`src/rtl/lfsr_random_word_gen.sv`:
```
// Fibonacci LFSR that packs feedback bits into OUT_W-bit words and presents them
// on a valid/ready handshake, with optional entropy mixing and all-zero lock-up recovery.
module lfsr_random_word_gen #(
  parameter int                LFSR_W       = 16,
  parameter logic [LFSR_W-1:0] TAPS         = 16'hB400,
  parameter logic [LFSR_W-1:0] SEED_DEFAULT = 16'h0001,
  parameter int                OUT_W        = 8,
  parameter int                MIX_W        = 12
) (
  input  logic              clk,
  input  logic              rst,
  input  logic              seed_load,
  input  logic [LFSR_W-1:0] seed,
  input  logic              mix_en,
  input  logic [MIX_W-1:0]  mix,
  input  logic              out_ready,
  output logic              out_valid,
  output logic [OUT_W-1:0]  out_data,
  output logic              lockup
);

  // state   | meaning
  // FILL    | shifting one feedback bit per cycle into the word accumulator
  // PRESENT | complete word held on out_data, waiting for out_ready

  localparam int CNT_W = (OUT_W > 1) ? $clog2(OUT_W) : 1;

  typedef enum logic {FILL, PRESENT} state_t;

  state_t            state;
  state_t            state_next;
  logic [LFSR_W-1:0] lfsr;
  logic [LFSR_W-1:0] lfsr_shift;
  logic [OUT_W-1:0]  acc;
  logic [OUT_W-1:0]  acc_shift;
  logic [CNT_W-1:0]  count;
  logic              fb;
  logic              word_done;
  logic              zero_next;

  assign fb         = (^(lfsr & TAPS)) ^ (mix_en & (^mix));
  assign lfsr_shift = {lfsr[LFSR_W-2:0], fb};
  assign word_done  = (state == FILL) && (count == CNT_W'(OUT_W - 1));
  // Without mixing a non-zero state cannot reach zero, so recovery only matters when mixing.
  assign zero_next  = mix_en && (lfsr_shift == '0);

  generate
    if (OUT_W > 1) begin : g_acc_wide
      assign acc_shift = {acc[OUT_W-2:0], fb};
    end else begin : g_acc_bit
      assign acc_shift = fb;
    end
  endgenerate

  always_ff @(posedge clk) begin
    if (rst) begin
      state <= FILL;
    end else begin
      state <= state_next;
    end
  end

  always_comb begin
    state_next = state;
    unique case (state)
      FILL:    if (word_done) state_next = PRESENT;
      PRESENT: if (out_ready) state_next = FILL;
      default: state_next = FILL;
    endcase
    if (seed_load) begin
      state_next = FILL;
    end
  end

  always_comb begin
    out_valid = (state == PRESENT);
  end

  always_ff @(posedge clk) begin
    if (rst) begin
      lfsr     <= SEED_DEFAULT;
      acc      <= '0;
      count    <= '0;
      out_data <= '0;
      lockup   <= 1'b0;
    end else begin
      lockup <= 1'b0;
      if (seed_load) begin
        lfsr  <= (seed == '0) ? SEED_DEFAULT : seed;
        acc   <= '0;
        count <= '0;
      end else if (state == FILL) begin
        lfsr   <= zero_next ? SEED_DEFAULT : lfsr_shift;
        lockup <= zero_next;
        acc    <= acc_shift;
        if (word_done) begin
          count    <= '0;
          out_data <= acc_shift;
        end else begin
          count <= count + 1'b1;
        end
      end
    end
  end

endmodule

```
`config.mk`:
```
export PLATFORM = sky130hd
export DESIGN_NAME = lfsr_random_word_gen
export DESIGN_NICKNAME = d
export VERILOG_FILES = /design/src/rtl/lfsr_random_word_gen.sv
export SDC_FILE = /design/constraint.sdc
export NUM_CORES = 1
export LEC_CHECK = 0
export CAP_MARGIN = 10
export CORE_ASPECT_RATIO = 2
export CORE_UTILIZATION = 30
export CTS_CLUSTER_SIZE = 8
export DETAILED_ROUTE_END_ITERATION = 10
export MAX_ROUTING_LAYER = met4
export PLACE_DENSITY = 0.5
export SETUP_SLACK_MARGIN = 0.3
export SKIP_CTS_REPAIR_TIMING = 1
export SLEW_MARGIN = 25
export SYNTH_ARGS = -nofsm -noshare
export SYNTH_HDL_FRONTEND = slang
export SYNTH_SLANG_ARGS = --single-unit
```
`constraint.sdc`:
```
create_clock -name clk -period 2.5 [get_ports clk]
set_input_delay 0.625 -clock clk [delete_from_list [all_inputs] [get_ports clk]]
set_output_delay 0.625 -clock clk [all_outputs]
set_load 0.01 [all_outputs]
```
# Yosys cells after proc, flatten, opt, wreduce, memory -nomap -nowiden
# Cells that the tools add are included.
[word_totals]
reg_bits = 36
out_inout_bits = 10
wordCells = 30
[op_classes]
addsub = 1
eq_ne = 2
n_mux = 8
n_bitwise = 4
n_reduce_logical = 9
[ops]
columns = ["cell", "count"]
rows = [
  ["16-bit two-way mux", 4],
  ["16-bit zero test", 2],
  ["16-bit parity", 1],
  ["12-bit parity", 1],
  ["3-bit by 1-bit adder with 3-bit output, second input constant", 1],
  ["3-bit == test, second input constant", 1],
  ["3-bit two-way mux", 1],
  ["3-bit AND reduction", 1],
  ["3-bit OR reduction", 1],
  ["1-bit logical AND", 2],
  ["1-bit two-way mux", 2],
  ["2-bit inequality test, second input constant", 1],
  ["1-bit NOT", 2],
  ["1-bit case mux with 2 select lines", 1],
  ["2-bit OR reduction", 1],
  ["1-bit AND", 1],
  ["1-bit bitwise XOR", 1],
]

# Depth between registers and ports, before layout
# Gate-level depths: netlist of run 1.
[logic_depth]
ltp_word = 8
depth_mapped = 7
mapped_depth_nobuf = 6

# Least setup slack after synthesis of run 1
# Ideal clock, no wire load.
[synth_timing]
path_type = "input-to-reg"
from = "input port mix[3]"
to = "register acc[0]"
setup_time_ns = 0.120
arrival_ns = 1.844
required_time_ns = 2.380
path_slack_ns = 0.537
path_stages = 5
cell_sequence = "xor2_1 -> xnor2_1 -> xnor3_2 -> and2_2 -> a211o_1"
[synth_via]
elab_chain_len = 3
[synth_lines]
columns = ["item", "line", "source"]
rows = [
  ["start: declaration", "15", "input logic [MIX_W-1:0] mix,"],
  ["12-bit parity", "41", "assign fb = (^(lfsr & TAPS)) ^ (mix_en & (^mix));"],
  ["1-bit AND", "41", ""],
  ["1-bit bitwise XOR", "41", ""],
  ["end signal: assignment", "95", "acc <= acc_shift;"],
  ["end: declaration", "34", "logic [OUT_W-1:0] acc;"],
]
# No other way between the ends.
# A chain may end at the register's enable or synchronous reset.

# Worst setup path after layout of run 1
[layout_timing]
from = "input port mix[4]"
to = "register lockup"
[layout_via]
elab_chain_len = 5
[layout_lines]
columns = ["item", "line", "source"]
rows = [
  ["12-bit parity", "41", ""],
  ["1-bit AND", "41", ""],
  ["1-bit bitwise XOR", "41", ""],
  ["16-bit zero test", "45", "assign zero_next = mix_en && (lfsr_shift == '0);"],
  ["1-bit logical AND", "45", ""],
  ["end signal: assignment", "94", "lockup <= zero_next;"],
  ["end: declaration", "19", "output logic lockup"],
]
# No other way between the ends.

==> results of run 1 <==
-- cell type report --
cell class | count | area share (%)
multi-input cells | 157 | 40.78
well taps | 61 | 3.098
repair buffers | 52 | 20.92
flip-flops and latches | 36 | 29.25
clock buffers | 8 | 5.942
-- logic make-up (layout without fill, tap and decap cells) --
group	after synthesis	in the layout	synth area share [%]
compound gates	36	36	12.29
xor+xnor	13	13	7.742
fa+ha+maj	2	2	1.420
buf+inv	14	60	4.119
flops	36	36	40.91
mux	22	22	12.50
simple gates	84	84	21.02
-- worst min-delay path by stage --
stage | endpoint | slack, ns | cells after the start
4_1_cts | out_data[1] | 0.46 | 2
3_3_place_gp | out_data[6] | 0.45 | 2
5_1_grt | out_data[1] | 0.47 | 2
2_1_floorplan | out_data[7] | 0.43 | 2
6_report | out_data[3] | 0.45 | 2
3_5_place_dp | out_data[1] | 0.45 | 2
-- flip-flops by register name, indices dropped and copies added (netlist names) --
name / count
lfsr: 16
out_valid: 1
out_data: 8
lockup: 1
count: 3
acc: 7
-- per-layer routing --
layer | part of all wire [%] | global-route usage (%) | vias up
met4 | 2.8 | 7.143 | 0
li1 | - | - | 799
met1 | 41 | 15.00 | 718
met3 | 3.9 | 2.917 | 9
met5 | 0 | - | -
met2 | 52 | 26.53 | 34
-- power by group --
group | switching [mW] | total (mW) | internal [mW] | leakage [nW]
clock | 0.227 | 0.625 | 0.397 | 0.0712
combinational | 0.114 | 0.256 | 0.142 | 0.580
sequential | 0.0188 | 0.616 | 0.597 | 0.294
-- cell usage in the layout (no fill, tap or decap), types with 2 or more instances in the layout --
cell	n
sky130_fd_sc_hd__a211oi_1	2
sky130_fd_sc_hd__a21oi_1	26
sky130_fd_sc_hd__a41oi_1	2
sky130_fd_sc_hd__buf_4	10
sky130_fd_sc_hd__clkbuf_1	2
sky130_fd_sc_hd__clkbuf_16	5
sky130_fd_sc_hd__clkdlybuf4s50_1	34
sky130_fd_sc_hd__dfxtp_1	36
sky130_fd_sc_hd__dlymetal6s2s_1	8
sky130_fd_sc_hd__ha_1	2
sky130_fd_sc_hd__mux2i_1	22
sky130_fd_sc_hd__nand2_1	18
sky130_fd_sc_hd__nand3_1	2
sky130_fd_sc_hd__nand3b_1	2
sky130_fd_sc_hd__nor2_1	44
sky130_fd_sc_hd__nor3_1	3
sky130_fd_sc_hd__nor4_1	7
sky130_fd_sc_hd__xnor2_1	5
sky130_fd_sc_hd__xnor2_2	4
sky130_fd_sc_hd__xor2_1	3
-- stage by stage --
step | area [sq um] | hold slack, ns | setup TNS [ns]
2_1_floorplan | 1762 | 0.4315 | 0
3_3_place_gp | 2261 | 0.4494 | 0
3_5_place_dp | 2261 | 0.4520 | -0.002857
4_1_cts | 2407 | 0.4595 | 0
5_1_grt | 2464 | 0.4727 | 0
6_report | 2464 | 0.4533 | 0
-- worst reg2reg max path: stages (launching register included) --
cell and delay, ns:
sky130_fd_sc_hd__dfxtp_1 0.34, sky130_fd_sc_hd__xor2_1 0.17, sky130_fd_sc_hd__xnor2_1 0.53, sky130_fd_sc_hd__nand3_1 0.23, sky130_fd_sc_hd__a2111oi_4 0.33
==> reports/summary.md, run 1 <==
The clock passes through at most 2 buffers. The min-delay analysis places its worst path in the category register to register. For flop-to-flop paths, the worst setup slack is 0.79 ns.

The first global-routing pass estimated 6.768 mm of wire. The logic depth of the worst register-to-register path is 4. The first detailed-routing pass ran for 4 iterations. In this run the critical register-to-register path is captured at lockup.

After synthesis the netlist holds a flip-flop and latch count of 36. The fraction of the cycle the final worst path needs was 84.57%; the post-synth net total was 242. Dividing the detail-routed via count by the number of cells gives 4.968. For this run, the total global-route usage over all layers was measured as 14.67%. Family of cells with the greatest summed delay on the critical path: XOR/XNOR gates. The category of the most critical setup path is primary input to register.

The initial antenna violation count was 0; the worst max-slew margin expressed relative to the limit was 58.24%. Reg-to-reg critical path startpoint: lfsr[12]. The post-route netlist has 9.486% of its cells at a drive strength greater than 1.

The flow ran to the end, and the final reports show no timing, DRC or antenna violations. The signal on the critical path passes through clkdlybuf4s50_1 > xor2_1 > xnor2_1 > xnor3_2 > a21o_1 > a2111oi_4. The largest individual stage delay along the critical path comes from the cell sky130_fd_sc_hd__clkdlybuf4s50_1.

TritonCTS built the clock tree. OpenSTA, run right after detailed placement, puts the worst setup slack at -0.002857 ns. For the max-slew violation count, the log shows 0. The worst setup path is launched from a primary input. The core region is 5660 sq um.

The maximum cell stage delay along the critical path was 0.47 ns; the count of nets left with antenna violations after detail routing was 0. The run gives 0 as the number of warnings issued by yosys. Among all flip-flop cells after synthesis, the most frequent one is sky130_fd_sc_hd__dfxtp_1.

For the pin with the worst max-slew slack, the measured transition is 0.6220 ns. The chip height works out to 110.4 um. Of all cell types, the one taking the most synthesized area is sky130_fd_sc_hd__dfxtp_1. Synthesis instantiated 35 different standard cells from the library. The run gives 43 as the number of placed I/O pins. Yosys attributes the largest share of cell area to sky130_fd_sc_hd__dfxtp_1 (41%), sky130_fd_sc_hd__mux2i_1 (13%), sky130_fd_sc_hd__nor2_1 (9.4%). Tracing the worst setup path back leads to its startpoint at mix[4].

Entering global routing, the biggest net connects 27 pins. The run gives 576 as the number of inserted filler cells in the final layout. The tools report the kind of capture point of the worst setup path as a register. The H-tree generated during clock tree synthesis spans 2 levels.

The fraction of synthesized cell area taken by the top area cell type is 40.91%. Data on the critical path is required at its endpoint by 2.67 ns. The clock tree skew after final layout was 0.003517 ns; the number of port buffers was 42. The layout overhead on the synthesized area was 39.84%; the share of flip-flops with an asynchronous set or reset after synthesis was 0%. After synthesis, the mean cell area works out to 8.511 sq um.

The analysis attributes to cell leakage a power of 0.9448 nW. The via count of the first global-routing pass came out at 1431. The number of buffer and inverter stages on the critical path was 1. After detailed routing, the average wire length per cell comes to 13.65 um. After detailed routing, the number of remaining DRC violations is 0. The floorplan step defined a die boundary enclosing 6201 sq um. Final critical path time including I/O delays and setup: 2.114 ns.

The clock transition at the registers of the reported paths was 0.05 ns; the detailed router's first-iteration violation count was 14. The gate count of the mapped netlist is 207. Sequential elements use 40.91% of the synthesized area.

The most common cell in the synthesized netlist is sky130_fd_sc_hd__nor2_1. The post-DP HPWL came out at 3.106 mm. The routed layout has 1560 vias.

Max-cap violations in this run came to 0. The final hold violation count was 0; the placed instance count was 306. CTS saw 36 sinks.

The maximum net fanout on the critical path came out at 4. The clock root buffer is sky130_fd_sc_hd__clkbuf_16. The final core utilization was 43.52%. The synthesized design contains 0 enable-type register cells.

Data arrives at the worst endpoint at 2.29 ns. Counting instances in the post-synthesis netlist gives the leading cell types as sky130_fd_sc_hd__nor2_1 (44), sky130_fd_sc_hd__dfxtp_1 (36), sky130_fd_sc_hd__a21oi_1 (26), sky130_fd_sc_hd__mux2i_1 (22), sky130_fd_sc_hd__nand2_1 (18). Width of the die: 56.19 um. The initial standard-cell utilization of the core was 31.12%; the worst-skew pair later-pin latency was 0.27 ns. Launch instance of the worst min-delay path: out_data[3]. The last element of the critical path was lockup. In the final layout, flip-flops and latches occupy 720.7 sq um.

The logs give 0.7484 for the placer congestion estimate and 0 for the overflow left after global routing. For this run, the top clock speed supported by timing is 0.4730 GHz. For this run, the post-layout net count is 287. The power per cell area works out to 607.5 nW/um^2.

The post-route total power was 1.497 mW; the count of final setup violators was 0. The mapped netlist covers 1762 sq um. The worst-case setup margin in the final layout was 0.3857 ns. Summing all multi-input logic gate instances after layout gives 1005 sq um. The floorplan has 39 rows. The peak ir drop on the vdd network came out at 388.0 uV. The finished layout holds 314 standard cells, fillers aside. 0 antenna diodes ended up in the layout. The critical path runs through a total of 6 cells.

Counting the buffers created by CTS gives 5. Detailed-route wire length: 4.286 mm. Setup repair after global routing left no endpoint under its margin.
Note: power is estimated with default switching activity, not from simulation.
==> inputs of run 2 (changes only) <==
--- a/config.mk
+++ b/config.mk
@@ -11,7 +11,7 @@
 export CTS_CLUSTER_SIZE = 8
 export DETAILED_ROUTE_END_ITERATION = 10
 export MAX_ROUTING_LAYER = met4
-export PLACE_DENSITY = 0.5
+export PLACE_DENSITY = 0.52
 export SETUP_SLACK_MARGIN = 0.3
 export SKIP_CTS_REPAIR_TIMING = 1
 export SLEW_MARGIN = 25
==> constraint.sdc (replaced) <==
create_clock -name clk -period 1.8 [get_ports clk]
set_input_delay 0.45 -clock clk [delete_from_list [all_inputs] [get_ports clk]]
set_output_delay 0.45 -clock clk [all_outputs]
set_load 0.01 [all_outputs]
==> reports/summary.md, run 2 (synthesis gave the netlist of run 1 again) <==
The run finished with clean final reports. The worst pin sits at a relative slew slack of 72.86%. In the final layout, the registers with the most flip-flops are lfsr: 16 flops, out_data: 8 flops, acc: 7 flops. The worst hold path cell count works out to 2. The library cell used most frequently in the layout, excluding fill and tap cells, is sky130_fd_sc_hd__nor2_1.

The filler cells instantiated in the layout total 562. The maximum net fanout on the critical path works out to 3. Number of port buffers: 42.

At the pin with the least slew margin, the transition time is 0.4034 ns. The library cells used most frequently in the layout, excluding fill and tap cells, are sky130_fd_sc_hd__nor2_1 (44), sky130_fd_sc_hd__dfxtp_1 (36), sky130_fd_sc_hd__a21oi_1 (25). Summed over all cells, the static leakage comes to 1.250 nW.

Pre-CTS worst setup slack: -0.4975 ns. The first global-routing pass estimated 6.837 mm of wire. Pin placement for this block handled 43 I/O pins. Most frequent cell on the critical path: sky130_fd_sc_hd__xnor2_2. Internal power comes to 1.721 mW. The critical path goes through dlymetal6s2s_1 > xnor2_2 > xnor2_2 > xnor3_2 > a21o_1 > a2111oi_4. The logs give 0 for the final hold violation count and 18.5% for the proportion of power drawn by combinational gates.

Setup repair after global routing could not meet its margin everywhere. In this run the number of cells on the critical path is 6. Using the TritonRoute via totals, the vias-per-cell ratio works out to 4.884. The run gives 2 as the buffer depth of the longest clock path. STA classifies the critical path endpoint as a register.

The region available for standard cell placement spans 5660 sq um. Across the run, the number of max-cap violations was 0. TritonCTS built the clock tree. In the global route stage, overall resource usage came out at 14.53%.

Die area: 6201 sq um. Clock skew on the completed layout was measured at 0.003583 ns. The final critical path takes up 94.01% of the cycle. The run gives 1550 as the via count of the first global-routing pass. Of the total power, the clock network draws 43.7%.

Derived from the worst setup path, the maximum achievable clock frequency is 0.5909 GHz. 0 antenna diodes ended up in the layout. The post-route total power was 2.257 mW. Max-slew violation count: 0. At the end of routability-driven placement, the weighted congestion stood at 0.7343. STA classifies the critical path startpoint as a primary input. In this run switching power makes up 23.72% of total power.

Post-DP HPWL: 3.064 mm. The number of DRC violations after detailed routing is 0, and the maximum cell stage delay along the critical path is 0.37 ns. The initial antenna violation count came out at 0. The layout overhead on the synthesized area is 52.27%, and the chip height is 110.4 um.

The wire length per cell is 12.62 um. The tree is rooted in a sky130_fd_sc_hd__clkbuf_16. More flip-flops sit in one register than any other, and that register is lfsr. Buffers inserted during clock tree synthesis total 5. The clock reaches the later pin of the worst-skew pair after 0.28 ns. The detailed router finished its first iteration with 29 violations. In this run the remaining antenna-violating nets after routing total 0. The run gives 2407 sq um as the placed cell area. The family of cells with the greatest summed delay on the critical path was XOR/XNOR gates. For this run, the post-layout net count is 302.

The initial standard-cell utilization of the core is 31.12%. After detailed routing, the total wire length is 4.151 mm. The run gives 34 as the maximum number of pins on one net before global-route repair. Clock-pin slew was measured on the worst setup and hold paths at 0.06 ns. For the count of final setup violators, the log shows 0. After routing the design area is 2683 sq um. Power spread over the standard cell area amounts to 841.2 nW/um^2. The logic depth of the worst register-to-register path is 4. The share of final-layout standard cells stronger than drive strength 1 was 19.40%; the width of the die was 56.19 um. The via count came out at 1607. The worst hold path belongs to the class register to register.

The number of buffer and inverter stages on the critical path was 1; the number of H-tree branching levels was 2. The category of the most critical setup path is primary input to register. Once routing completed, OpenROAD measured the worst setup slack at 0.1078 ns. The site row count was 39. At the worst endpoint, the arrival time is 1.88 ns.

The power dissipated by switching net loads is 535.3 uW. The slowest stage of the critical path belongs to the cell sky130_fd_sc_hd__xnor3_2. Flip-flop count of the largest register, all copies and words added: 16. The length of the first detailed-routing pass in iterations is 4, and the peak ir drop on the vdd network is 639.4 uV. The share of total power dissipated in sequential elements is 37.8%.

Clock sink count: 36. The final critical path time including I/O delays and setup is 1.692 ns. STA puts the critical path data required time at 1.98 ns. The run gives 0 as the overflow left after global routing.
## run 2: cell count changes in the layout (fill, tap and decap cells not counted), sizes merged, moves of 2 or more
| cell | previous run | this run |
|---|---|---|
| clkbuf | 8 | 6 |
| dlymetal6s2s | 8 | 19 |
| buf | 10 | 28 |
| clkdlybuf4s50 | 34 | 19 |
## run 2: worst paths after layout
path / endpoint / from / slack, ns
max: lockup / mix[5] / 0.11
min: out_data[2] / out_data[2] / 0.45
max reg2reg: lockup / lfsr[12] / 0.32
min reg2reg: out_data[2] / out_data[2] / 0.45
## run 2: area by class of cell
type                    instances  area, sq um  area share (%)
clock buffers                   5        125.1           4.664
clock inverters                 3        42.54           1.586
repair buffers                 67        666.9           24.86
well taps                      61        76.32           2.845
flip-flops and latches         36        720.7           26.87
multi-input cells             157         1051           39.18
## run 2: power groups by stage
| stage | sequential (mW) | combinational [mW] | clock, mW |
|---|---|---|---|
| 6_report | 0.854 | 0.418 | 0.985 |
| 5_1_grt | 0.858 | 0.452 | 1.04 |
| 4_1_cts | 0.853 | 0.384 | 1.01 |
| 3_5_place_dp | 0.871 | 0.382 | 0 |
| 3_3_place_gp | 0.870 | 0.375 | 0 |
| 2_1_floorplan | 0.864 | 0.211 | 0 |
## run 2: metrics by stage
stage,std cells,TNS (ns),utilization [%],hold slack (ns)
finish,329,0,47.39,0.4499
global route,329,0,47.39,0.4750
CTS,328,-0.5989,45.49,0.4566
detailed placement,320,-1.775,42.53,0.4483
global placement,320,-1.776,42.53,0.4431
floorplan,207,0,-,0.4315
## run 2: routing by layer
metal | track usage, % | wire (um)
met5 | - | 0
met4 | 6.620 | 72
met3 | 2.684 | 114
met2 | 28.32 | 2395
met1 | 13.43 | 1568
## run 2: worst min-delay path, delay by kind of cell, from the launching register on
kind / cells / cell delay [ns]
flip-flops: 1 / 0.30
AND/OR/NAND/NOR: 1 / 0.05
AO/OA/AOI/OAI: 1 / 0.05
==> inputs of run 3 (changes only) <==
--- a/config.mk
+++ b/config.mk
@@ -8,10 +8,11 @@
 export CAP_MARGIN = 10
 export CORE_ASPECT_RATIO = 2
 export CORE_UTILIZATION = 30
-export CTS_CLUSTER_SIZE = 8
+export CTS_CLUSTER_SIZE = 25
 export DETAILED_ROUTE_END_ITERATION = 10
 export MAX_ROUTING_LAYER = met4
 export PLACE_DENSITY = 0.52
+export REMOVE_ABC_BUFFERS = 1
 export SETUP_SLACK_MARGIN = 0.3
 export SKIP_CTS_REPAIR_TIMING = 1
 export SLEW_MARGIN = 25
==> reports/summary.md, run 3 (synthesis gave the netlist of run 1 again) <==
The run finished with clean final reports. For this configuration, the core starts out at a cell density of 31.12%. Startpoint class of the critical path: a primary input. Sequential cells account for 40.7% of the total power. Once detail routing completed, the nets flagged for antenna violations numbered 0. For this run, the slowest stage of the critical path takes 0.48 ns. The number of clock buffers added by TritonCTS is 5. Detailed routing inserted a total of 1636 vias. The worst hold path cell count was 2; the wire length of the first global-routing pass was 6.492 mm. In this run the standard cell core region covers 5660 sq um. The worst hold path terminates at out_data[5]. During I/O placement, the number of pins put on the boundary was 43.

The wire length per cell works out to 12.54 um. The area growth from synthesis to layout is 51.42%. The run gives 15 as the detailed router's first-iteration violation count. The die covers 6201 sq um. The run gives 1.268 nW as the cell leakage power. The final hold violation count is 0.

The width of the die was 56.19 um. Cells with a size suffix above 1 make up 19.70% of the layout. Combinational logic is responsible for 18.8% of the overall power. Data on the critical path arrives at its endpoint at 1.90 ns. The average via count per standard cell is 4.958.

The routed design could run at a clock period as short as 1.713 ns. The chip height was 110.4 um. The worst register-to-register path has a depth of 4.

The clock tree synthesis step divided the H-tree into 2 levels. STA classifies the critical path endpoint as a register. Leaving out fill and tap cells, the most frequent cell in the layout is sky130_fd_sc_hd__nor2_1. The later pin in the worst-skew pair is clocked with a latency of 0.28 ns. The area used by sequential logic in the layout was 720.7 sq um; the placer congestion estimate was 0.7205. Static timing analysis puts the maximum clock frequency at 0.5837 GHz. The run gives 4.137 mm as the detailed-route wire length.

For this design the total switching power over the nets is 536.8 uW. The met1 track utilization from global routing came out at 12.95%. Setup violations remaining at the end of the flow were counted as 0. The worst register-to-register path begins at lfsr[12].

The clock network accounts for 40.5% of the total power. More flip-flops sit in one register than any other, and that register is lfsr. In the layout the commonest cells are sky130_fd_sc_hd__nor2_1 (44), sky130_fd_sc_hd__dfxtp_1 (36), sky130_fd_sc_hd__a21oi_1 (25), sky130_fd_sc_hd__buf_4 (25), sky130_fd_sc_hd__mux2i_1 (22). The number of inserted filler cells in the final layout was 564. On the final layout, the worst hold slack is 0.4496 ns.

The logs give 0 for the max-slew violation count and 0 ns for the sum of negative setup slack. The signal on the critical path passes through buf_6 > xor2_2 > xnor2_1 > xnor3_2 > a21o_1 > a2111oi_4. On the final layout, the worst clock skew is 0.006073 ns. After the last flow step, the layout net total stands at 303. The clock passes through at most 2 buffers.

Entering global routing, the biggest net connects 20 pins. Summing all multi-input logic gate instances after layout gives 1060 sq um. After clock tree synthesis, the clock-pin slew on the worst setup and hold paths is 0.06 ns. In the final layout, the registers with the most flip-flops are lfsr: 16 flops, out_data: 8 flops, acc: 7 flops.

For the via count of the first global-routing pass, the log shows 1493. The cell with the largest stage delay on the worst path is sky130_fd_sc_hd__xnor3_2. In this run the clock root is driven by a sky130_fd_sc_hd__clkbuf_16. The worst hold path begins at out_data[5]. The initial antenna violation count is 0. The transition time at the pin with the least slew margin was 0.3746 ns.

The run gives 13.84% as the all-layer global routing usage. In the finished design, the share of the clock period the worst path needs comes to 95.18%. The post-DP HPWL was 3.155 mm.

The logs give 36 for the clock sink count and 4 for the length of the first detailed-routing pass in iterations. Net switching is 25.55% of the power. Max-cap violations in this run came to 0. The worst max-slew margin expressed relative to the limit came out at 74.79%. For the peak ir drop on the vdd network, the log shows 624.0 uV.

The run gives 26.87% as the routing usage on met2. In this run the worst hold path is classified as register to register. The number of port buffers works out to 42. The worst setup path is of the primary input to register kind. Setup repair after global routing could not meet its margin everywhere. In this run the power density over the cells is 787.8 nW/um^2.

The met3 track utilization from global routing came out at 1.750%. In this run the critical register-to-register path is captured at lockup. The repair_antennas step left the layout with diodes totalling 0. Across all register-to-register paths, the minimum setup slack is 0.32 ns. The internal power contribution was 1.565 mW; the overflow left after global routing was 0. In the routed design, unresolved DRC markers number 0. After floorplanning, the core was divided into 39 placement rows. The maximum net fanout on the critical path was 4. TritonCTS built the clock tree. At the worst endpoint, the required time is 1.99 ns. In this run the most used layer during global routing was met2. The flip-flop count of the largest register, all copies and words added works out to 16.
## run 3: final cells by class
cell class / count / area share (%)
Multi-Input combinational cell: 157 / 39.73
Sequential cell: 36 / 27.02
Timing Repair Buffer: 68 / 25.00
Clock buffer: 5 / 4.690
Tap cell: 61 / 2.861
Clock inverter: 3 / 0.7036
## run 3: how the worst max path moves through the flow
stage,from,to,slack [ns],depth (start not counted)
after floorplan,out_valid,lfsr[0],-0.20,4
after global placement,mix[4],acc[0],-0.52,6
after detailed placement,mix[4],acc[0],-0.53,6
after CTS,mix[4],acc[0],-0.25,6
after global routing,mix[9],lockup,0.03,6
final,mix[9],lockup,0.09,6
## run 3: power groups by stage
stage               registers (mW)  logic (mW)  clock network (mW)
floorplan                    0.864       0.181                   0
global placement             0.871       0.365                   0
detailed placement           0.870       0.369                   0
CTS                          0.853       0.370               0.866
global route                 0.860       0.434               0.899
finish                       0.856       0.394               0.851
## run 3: metal layers
layer | vias to the layer above | part of all wire [%]
met5 | - | 0
met4 | 0 | 2.1
met3 | 8 | 1.8
met2 | 24 | 60
met1 | 765 | 36
li1 | 839 | -
## run 3: metrics by stage
stage / instances / util, % / total power, mW / instance area, sq um / setup slack (ns)
6_report: 330 / 47.13 / 2.101 / 2668 / 0.08674
5_1_grt: 330 / 47.13 / 2.193 / 2668 / 0.03196
4_1_cts: 330 / 44.83 / 2.089 / 2537 / -0.2454
3_5_place_dp: 322 / 42.29 / 1.239 / 2394 / -0.5286
3_3_place_gp: 322 / 42.29 / 1.236 / 2394 / -0.5153
2_1_floorplan: 193 / - / 1.045 / 1689 / -0.1997
## run 3: worst max-delay path, delay by kind of cell
kind / cells / cell delay, ns
AO/OA/AOI/OAI: 2 / 0.53
XOR/XNOR: 3 / 0.82
buffers and inverters: 1 / 0.10
